==> config.mk <==
export PLATFORM = sky130hd
export DESIGN_NAME = mem_port_arbiter
export DESIGN_NICKNAME = d
export VERILOG_FILES = /design/src/rtl/mem_port_arbiter_pkg.sv /design/src/rtl/mem_port_arbiter_timeout_cnt.sv /design/src/rtl/mem_port_arbiter.sv
export SDC_FILE = /design/constraint.sdc
export NUM_CORES = 1
export LEC_CHECK = 0
export BUFFER_PORTS_ARGS = -buffer_cell sky130_fd_sc_hd__buf_4
export CORE_AREA = 2 2 213 215
export CTS_BUF_LIST = sky130_fd_sc_hd__clkbuf_4 sky130_fd_sc_hd__clkbuf_8
export CTS_CLUSTER_SIZE = 14
export DETAILED_ROUTE_END_ITERATION = 6
export DIE_AREA = 0 0 215 217
export HOLD_SLACK_MARGIN = 0.08
export PLACE_DENSITY_LB_ADDON = 0.05
export SYNTH_ARGS = -nofsm -noshare
export SYNTH_HDL_FRONTEND = slang
export SYNTH_SLANG_ARGS = --single-unit
==> constraint.sdc <==
create_clock -name clk -period 2.4 [get_ports clk]
set_clock_uncertainty 0.05 [all_clocks]
set_input_delay 0.24 -clock clk [delete_from_list [all_inputs] [get_ports clk]]
set_output_delay 0.24 -clock clk [all_outputs]
set_load 0.05 [all_outputs]
==> src/rtl/mem_port_arbiter_pkg.sv <==
// Shared definitions for the memory port arbiter.
//   arb_state_e : arbiter FSM states (no transaction / fetch owns bus / data owns bus)
//   FETCH_SIZE  : access size code driven on the bus for every instruction fetch
package mem_port_arbiter_pkg;

  typedef enum logic [1:0] {
    IDLE     = 2'd0,
    IF_BUSY  = 2'd1,
    MEM_BUSY = 2'd2
  } arb_state_e;

  localparam logic [2:0] FETCH_SIZE = 3'b010;

endpackage

==> src/rtl/mem_port_arbiter_timeout_cnt.sv <==
// Busy-cycle watchdog for the memory port arbiter.
// Ports:
//   clk, rst  : clock, synchronous active-low reset
//   clr       : hold the count at zero (bus idle)
//   en        : a busy cycle without bus_ack; advances the count
//   expired   : this busy cycle is the TIMEOUT-th one without an ack
// TIMEOUT = 0 disables the watchdog (expired never asserts).
module arb_timeout_cnt #(
  parameter int unsigned TIMEOUT = 255
) (
  input  logic clk,
  input  logic rst,
  input  logic clr,
  input  logic en,
  output logic expired
);

  localparam int unsigned CNT_W = (TIMEOUT < 32'd1) ? 1 : $clog2(TIMEOUT + 32'd1);
  // The count starts at zero in the first busy cycle, so the TIMEOUT-th busy
  // cycle is the one that observes TIMEOUT-1.
  localparam logic [CNT_W-1:0] LAST = CNT_W'((TIMEOUT > 32'd0) ? (TIMEOUT - 32'd1) : 32'd0);

  logic [CNT_W-1:0] cnt_r;

  // Busy-cycle count; saturates at LAST because the FSM leaves the busy state there.
  always_ff @(posedge clk) begin
    if (!rst) begin
      cnt_r <= {CNT_W{1'b0}};
    end else if (clr) begin
      cnt_r <= {CNT_W{1'b0}};
    end else if (en && (cnt_r != LAST)) begin
      cnt_r <= cnt_r + CNT_W'(1);
    end else begin
      cnt_r <= cnt_r;
    end
  end

  // An ack in the limit cycle drops en, so a real completion beats the timeout.
  assign expired = (TIMEOUT != 32'd0) ? (en & (cnt_r == LAST)) : 1'b0;

endmodule

==> src/rtl/mem_port_arbiter.sv <==
// Shares the single memory bus port between instruction fetch (if_*) and the
// data stage (mem_*). One transaction outstanding at a time; data wins by
// default but a fetch waiting through a data transaction is served next.
// Ports:
//   clk, rst                 : clock, synchronous active-low reset
//   if_req/if_addr           : fetch request, held until if_resp_valid
//   if_resp_valid/err/rdata  : fetch completion (combinational with bus_ack)
//   mem_req/addr/wen/wdata/strb/size : data request, held until mem_resp_valid
//   mem_resp_valid/err/rdata : data completion
//   bus_req + bus_* fields   : registered transaction toward memory
//   bus_ack/err/rdata        : memory completion pulse, error, read data
//   stall_from_if_o/_mem_o   : per-stage stall requests to the pipeline
module mem_port_arbiter
  import mem_port_arbiter_pkg::*;
#(
  parameter int unsigned ADDR_W  = 64,
  parameter int unsigned DATA_W  = 64,
  parameter int unsigned TIMEOUT = 255
) (
  input  logic                clk,
  input  logic                rst,
  input  logic                if_req,
  input  logic [ADDR_W-1:0]   if_addr,
  output logic                if_resp_valid,
  output logic                if_resp_err,
  output logic [DATA_W-1:0]   if_rdata,
  input  logic                mem_req,
  input  logic [ADDR_W-1:0]   mem_addr,
  input  logic                mem_wen,
  input  logic [DATA_W-1:0]   mem_wdata,
  input  logic [DATA_W/8-1:0] mem_strb,
  input  logic [2:0]          mem_size,
  output logic                mem_resp_valid,
  output logic                mem_resp_err,
  output logic [DATA_W-1:0]   mem_rdata,
  output logic                bus_req,
  output logic [ADDR_W-1:0]   bus_addr,
  output logic                bus_wen,
  output logic [DATA_W-1:0]   bus_wdata,
  output logic [DATA_W/8-1:0] bus_strb,
  output logic [2:0]          bus_size,
  input  logic                bus_ack,
  input  logic                bus_err,
  input  logic [DATA_W-1:0]   bus_rdata,
  output logic                stall_from_if_o,
  output logic                stall_from_mem_o
);

  localparam int unsigned STRB_W = DATA_W / 8;

  arb_state_e state_r;
  arb_state_e state_s;
  logic       fetch_owed_r;
  logic       fetch_owed_s;
  logic       grant_mem_s;
  logic       grant_if_s;
  logic       busy_s;
  logic       cnt_clr_s;
  logic       cnt_en_s;
  logic       timeout_s;

  // Watchdog control kept outside the FSM block so expired never feeds back into it.
  assign busy_s    = (state_r != IDLE);
  assign cnt_clr_s = ~busy_s;
  assign cnt_en_s  = busy_s & ~bus_ack;
  assign bus_req   = busy_s;

  arb_timeout_cnt #(
    .TIMEOUT (TIMEOUT)
  ) u_timeout_cnt (
    .clk     (clk),
    .rst     (rst),
    .clr     (cnt_clr_s),
    .en      (cnt_en_s),
    .expired (timeout_s)
  );

  // State, anti-starvation flag and transaction fields captured at grant.
  always_ff @(posedge clk) begin
    if (!rst) begin
      state_r      <= IDLE;
      fetch_owed_r <= 1'b0;
      bus_addr     <= {ADDR_W{1'b0}};
      bus_wen      <= 1'b0;
      bus_wdata    <= {DATA_W{1'b0}};
      bus_strb     <= {STRB_W{1'b0}};
      bus_size     <= 3'b000;
    end else begin
      state_r      <= state_s;
      fetch_owed_r <= fetch_owed_s;
      if (grant_mem_s) begin
        bus_addr  <= mem_addr;
        bus_wen   <= mem_wen;
        bus_wdata <= mem_wdata;
        bus_strb  <= mem_strb;
        bus_size  <= mem_size;
      end else if (grant_if_s) begin
        bus_addr  <= if_addr;
        bus_wen   <= 1'b0;
        bus_wdata <= {DATA_W{1'b0}};
        bus_strb  <= {STRB_W{1'b0}};
        bus_size  <= FETCH_SIZE;
      end else begin
        bus_addr  <= bus_addr;
        bus_wen   <= bus_wen;
        bus_wdata <= bus_wdata;
        bus_strb  <= bus_strb;
        bus_size  <= bus_size;
      end
    end
  end

  // Grant decision, completion routing to the owning requester, stall requests.
  always_comb begin
    state_s        = state_r;
    fetch_owed_s   = fetch_owed_r;
    grant_mem_s    = 1'b0;
    grant_if_s     = 1'b0;
    if_resp_valid  = 1'b0;
    if_resp_err    = 1'b0;
    if_rdata       = {DATA_W{1'b0}};
    mem_resp_valid = 1'b0;
    mem_resp_err   = 1'b0;
    mem_rdata      = {DATA_W{1'b0}};

    case (state_r)
      IDLE: begin
        // Data wins unless a fetch is owed a turn.
        if (mem_req && (!if_req || !fetch_owed_r)) begin
          state_s     = MEM_BUSY;
          grant_mem_s = 1'b1;
        end else if (if_req) begin
          state_s      = IF_BUSY;
          grant_if_s   = 1'b1;
          fetch_owed_s = 1'b0;
        end else begin
          state_s = IDLE;
        end
      end
      IF_BUSY: begin
        if (bus_ack || timeout_s) begin
          state_s       = IDLE;
          if_resp_valid = 1'b1;
          if_resp_err   = timeout_s | bus_err;
          if_rdata      = bus_rdata;
        end else begin
          state_s = IF_BUSY;
        end
      end
      MEM_BUSY: begin
        if (bus_ack || timeout_s) begin
          state_s        = IDLE;
          mem_resp_valid = 1'b1;
          mem_resp_err   = timeout_s | bus_err;
          mem_rdata      = bus_rdata;
          // A fetch that waited through this transaction goes next.
          if (if_req) begin
            fetch_owed_s = 1'b1;
          end else begin
            fetch_owed_s = fetch_owed_r;
          end
        end else begin
          state_s = MEM_BUSY;
        end
      end
      default: begin
        state_s = IDLE;
      end
    endcase

    stall_from_if_o  = if_req & ~if_resp_valid;
    stall_from_mem_o = mem_req & ~mem_resp_valid;
  end

endmodule
**After elaboration in Yosys (flattened, before gate mapping)**

Cells that the tools add are included.

- $add $sub $neg: 1
- Equal/unequal tests: 8
- Multiplexer cells: 34
- Bitwise logic cells: 8
- Reductions and logical operators: 12

Operator list:

| kind | number |
|---|---|
| 2-to-1 mux 64 bit | 7 |
| 2-to-1 mux 1 bit | 19 |
| 2-to-1 mux 8 bit | 2 |
| adder 8 x 1 -> 8 bit, second input constant | 1 |
| == test 8 bit, second input constant | 1 |
| inequality test 2 bit, second input constant | 4 |
| inequality test 8 bit, second input constant | 1 |
| 2-to-1 mux 3 bit | 2 |
| case mux 2 bit (3 select lines) | 1 |
| nonzero test 2 bit | 3 |
| AND reduction 5 bit | 1 |
| AND 1 bit | 4 |
| 2-to-1 mux 2 bit | 2 |
| NOT 1 bit | 3 |
| == test 2 x 1 -> 1 bit, second input constant | 1 |
| == test 2 bit, second input constant | 1 |
| logical AND 1 bit | 2 |
| logical NOT 1 bit | 2 |
| logical NOT 2 bit | 1 |
| logical OR 1 bit | 2 |
| case mux 1 bit (2 select lines) | 1 |
| AND reduction 2 bit | 1 |
| OR 1 bit | 1 |

- Register bits: 151
- Bits of input ports: 274
- Output and inout bits: 275
- Logic and storage cells: 71

**Depth between registers and ports, before layout**

- Word-level depth: 8
- Gate-level depth with buffers: 8
- Depth with buffers taken out: 5

**Modules after synthesis**

Synthesis repeated with hierarchy kept, for this count alone.

- Cells, all modules: 947
- Area, all modules: 7484.7 µm²

Modules (own cells, without submodules):

| module | instances | cells each | area each (µm²) |
|---|---|---|---|
| mem_port_arbiter | 1 | 896 | 7044.3 |
| arb_timeout_cnt | 1 | 51 | 440.4 |

**Worst setup path before layout**

No wires, ideal clock.

- Kind: register to output
- Start: register u_timeout_cnt.cnt_r[0]
- End: output if_rdata[15]
- Arrival time: 2.544 ns
- Data required time: 2.110 ns
- Slack: -0.434 ns
- Stages on the path, launching flop included: 9
- Cell sequence: dfxtp_1 > inv_1 > ha_1 > and3_1 > clkbuf_1 > a21oi_2 > buf_2 > buf_2 > nor3b_1

- Cells in the longest elaborated chain, start to end: 5

Ends and longest elaborated chain:

| element | RTL line | RTL |
|---|---|---|
| start: declaration | mem_port_arbiter_timeout_cnt.sv:23 | `logic [CNT_W-1:0] cnt_r;` |
| start signal: assignment | mem_port_arbiter_timeout_cnt.sv:28 | `cnt_r <= {CNT_W{1'b0}};` |
| start signal: assignment | mem_port_arbiter_timeout_cnt.sv:30 | `cnt_r <= {CNT_W{1'b0}};` |
| start signal: assignment | mem_port_arbiter_timeout_cnt.sv:32 | `cnt_r <= cnt_r + CNT_W'(1);` |
| == test 8 bit | mem_port_arbiter_timeout_cnt.sv:39 | `assign expired = (TIMEOUT != 32'd0) ? (en & (cnt_r == LAST)) : 1'b0;` |
| AND 1 bit | mem_port_arbiter_timeout_cnt.sv:39 |  |
| logical OR 1 bit | mem_port_arbiter.sv:141 | `if (bus_ack \|\| timeout_s) begin` |
| 2-to-1 mux 64 bit | mem_port_arbiter.sv:141 |  |
| 2-to-1 mux 64 bit | mem_port_arbiter.sv:126 | `case (state_r)` |
| end: declaration | mem_port_arbiter.sv:26 | `output logic [DATA_W-1:0] if_rdata,` |

No other way between the ends.

**Final worst setup path**

- Start: register u_timeout_cnt.cnt_r[0]
- End: output if_rdata[23]

Same word-level chain as after synthesis.

==> results.sh <==
export IMPL_outcome="complete, but fails checks"
export IMPL_failed_checks="negative setup slack"
export IMPL_fp_coreArea_sq_um=44700
export IMPL_die_w_um=215
export IMPL_rows=78
export IMPL_synthTopCellsByArea="dfxtp_1 (39%), nor3b_1 (12%), o2111a_1 (9.3%), nand3b_1 (6.2%), nand3_1 (5.2%)"
export IMPL_area_delta_synth_final_pct=118
export IMPL_start_util_pct=17.4
export IMPL_cellPowerDensity_nw_per_um2=509
export IMPL_drt_iter0_drc=438
export IMPL_fp_dieH_um=217
export IMPL_ys_async_sr_fraction_pct=0
export IMPL_hp_start="rst"
export IMPL_antenna_found_initial=1
export IMPL_syn_avg_cell_area_sq_um=8.74
export IMPL_grt_pass1_wl_um=66600
export IMPL_grt_pass1_vias=10138
export IMPL_globalRouteTotalUtil_pct=18.6
export IMPL_timing_final_crit_share_pct=102
export IMPL_drc=0
export IMPL_ioPinCount=549
export IMPL_grt_start_max_net_pins=83
export IMPL_fillCellCount=4573
export IMPL_via_per_inst=4.54
export IMPL_grt_overflow_total=0
export IMPL_cts_tree="built"
export IMPL_worst_slack_ps=-47.5
export IMPL_synth_ff_type="dfxtp_1"
export IMPL_finalMaxSlewViolations=0
export IMPL_cap_violations=0
export IMPL_multi_input_area_sq_um=5310
export IMPL_setup_worst_path_start="u_timeout_cnt.cnt_r[0]$_SDFFE_PN0P_"
export IMPL_startpoint_type="flop"
export IMPL_drt_pass1_iter_count=5
export IMPL_wl_um=45700
export IMPL_crit_path_end_kind="primary output"
export IMPL_cts_sinks=151
export IMPL_cts_root_buffer="clkbuf_8"
export IMPL_critPathKind="reg -> out"
export IMPL_final_setup_viol_count=29
export IMPL_synth_edff_count=0
export IMPL_clock_fmax_ghz=0.409
export IMPL_ys_ff_latch=151
export IMPL_post_drt_wl_per_cell_um=20.7
export IMPL_mostFrequentLayoutCell="buf_4"
export IMPL_drive_gt1_share_pct=48.4
export IMPL_cts_made_buffers=17
export IMPL_netlist_area_sq_um=7760
export IMPL_final_hold_violation_count=0
export IMPL_ys_seq_area_share_pct=38.9
export IMPL_ys_types=49
export IMPL_synth_top_area_share_pct=38.9
export IMPL_place_gp_congestion=0.914
export IMPL_clkLatencyLatePin_ps=500
export IMPL_htreeDepth=4
export IMPL_place_hpwl_um=30800
export IMPL_p_leak_uw=0.00702
export IMPL_hold_class="in -> reg"
export IMPL_nets=1872
export IMPL_synth_top_area_cell="dfxtp_1"
export IMPL_r2r_start="state_r[0]$_SDFF_PN0_"
export IMPL_cts_max_path_buffers=2
export IMPL_die_area_sq_um=46700
export IMPL_tightest_slew_ps=801
export IMPL_tns_ps=-573
export IMPL_crit_arrival_ps=2160
export IMPL_synth_warnings=0
export IMPL_final_cell_mix="buf_4 (459), dlygate4sd3_1 (206), dfxtp_1 (147)"
export IMPL_regArea_sq_um=3030
export IMPL_ir_worst_vdd_mv=0.347
export IMPL_cp_max_fo=7
export IMPL_worst_hold_slack_ps=161
export IMPL_required_ps=2110
export IMPL_syn_nets=1164
export IMPL_clk_pin_slew_ps=90
export IMPL_io_buffers=548
export IMPL_ant_nets=0
export IMPL_vias=10034
export IMPL_synthCells=888
export IMPL_fin_crit_ps=2450
export IMPL_relSlewSlack_pct=46.6
export IMPL_rsz0062_at_grt="true"
[state kept, by name (all words and copies together) (netlist names)]
signal / flops
bus_strb: 8
bus_wen: 1
bus_wdata: 64
bus_size: 3
state_r: 2
u_timeout_cnt.cnt_r: 8
bus_addr: 64
fetch_owed_r: 1
[Yosys cell counts, types with 2 or more instances]
master	instances
or3_1	64
a211oi_1	3
clkbuf_1	89
o21a_1	3
nor2b_1	3
nor3_1	2
nand3b_1	64
nand2b_1	5
mux2i_1	4
nand3_1	80
nand2_1	10
o21ai_0	74
ha_1	2
a21oi_1	76
dfxtp_1	151
o211ai_1	2
nor3b_1	128
buf_2	16
buf_6	12
nor2_1	5
o31ai_1	2
nor4_1	2
and4_1	2
o2111a_1	64
[power breakdown]
part	switching [uW]	internal (uW)	total [uW]
clock network	1070	1140	2200
logic	2160	1420	3570
registers	116	2730	2840
[worst paths after layout]
kind,slack (ps),endpoint,cells past startpoint
worst max-delay path,-50,if_rdata[23],9
worst min-delay path,160,bus_addr[40]$_SDFFE_PN0P_,2
worst max register to register,400,bus_addr[32]$_SDFFE_PN0P_,4
worst min register to register,430,bus_wdata[48]$_SDFFE_PN0P_,2
[through the flow]
step | instance area [sq um] | setup WS (ps) | instances | power [uW] | utilization (%)
2_1_floorplan | 8170 | -434 | 888 | 4730 | -
3_3_place_gp | 12900 | 274 | 1951 | 5960 | 29.0
3_5_place_dp | 12900 | 254 | 1951 | 5960 | 29.0
4_1_cts | 16200 | -89.7 | 2199 | 8650 | 36.2
5_1_grt | 16900 | -157 | 2208 | 9050 | 37.9
6_report | 16900 | -47.5 | 2208 | 8620 | 37.9
[cell type report]
cell class,instances,share of cell area (%)
clock buffer,22,1.75
multi-input combinational,617,31.4
clock inverter,8,0.717
tap,600,4.43
inverter,2,0.0443
timing repair buffer,807,43.8
sequential,151,17.9
antenna,1,0.0148
[metal layers]
metal	GRT usage (%)	up-vias	part of all wire (%)
met5	0	-	0
met4	6.11	0	2.5
met3	4.46	50	5.9
met2	33.3	360	51
met1	21.9	4880	40
li1	-	4744	-
[critical path, cell delays in order, from the launching register on]
cell	delay, ps
dfxtp_2	330
inv_2	70
ha_4	130
and3_4	210
a21oi_4	90
buf_12	160
buf_12	130
clkbuf_16	160
nor3b_4	200
buf_6	190
[cell families (layout without fill, tap and decap cells)]
family / Yosys count / count (layout) / synth area share (%)
simple gates: 373 / 374 / 31.5
compound gates: 237 / 237 / 21.4
flops: 151 / 151 / 38.9
buf+inv: 121 / 839 / 7.32
mux: 4 / 4 / 0.516
fa+ha+maj: 2 / 2 / 0.322
other cells: 0 / 1 / 0
[repair_timing]
action / 4_1_cts / 5_1_grt
hold buffers: 206 / 0
pin swaps: 30 / 26
setup endpoints to repair: 132 / 126
gates resized for setup: 134 / 127
setup buffers: 8 / 2
hold endpoints to repair: 142 / 0
gates cloned: 4 / 7
Power figures use the tool's default switching activity.
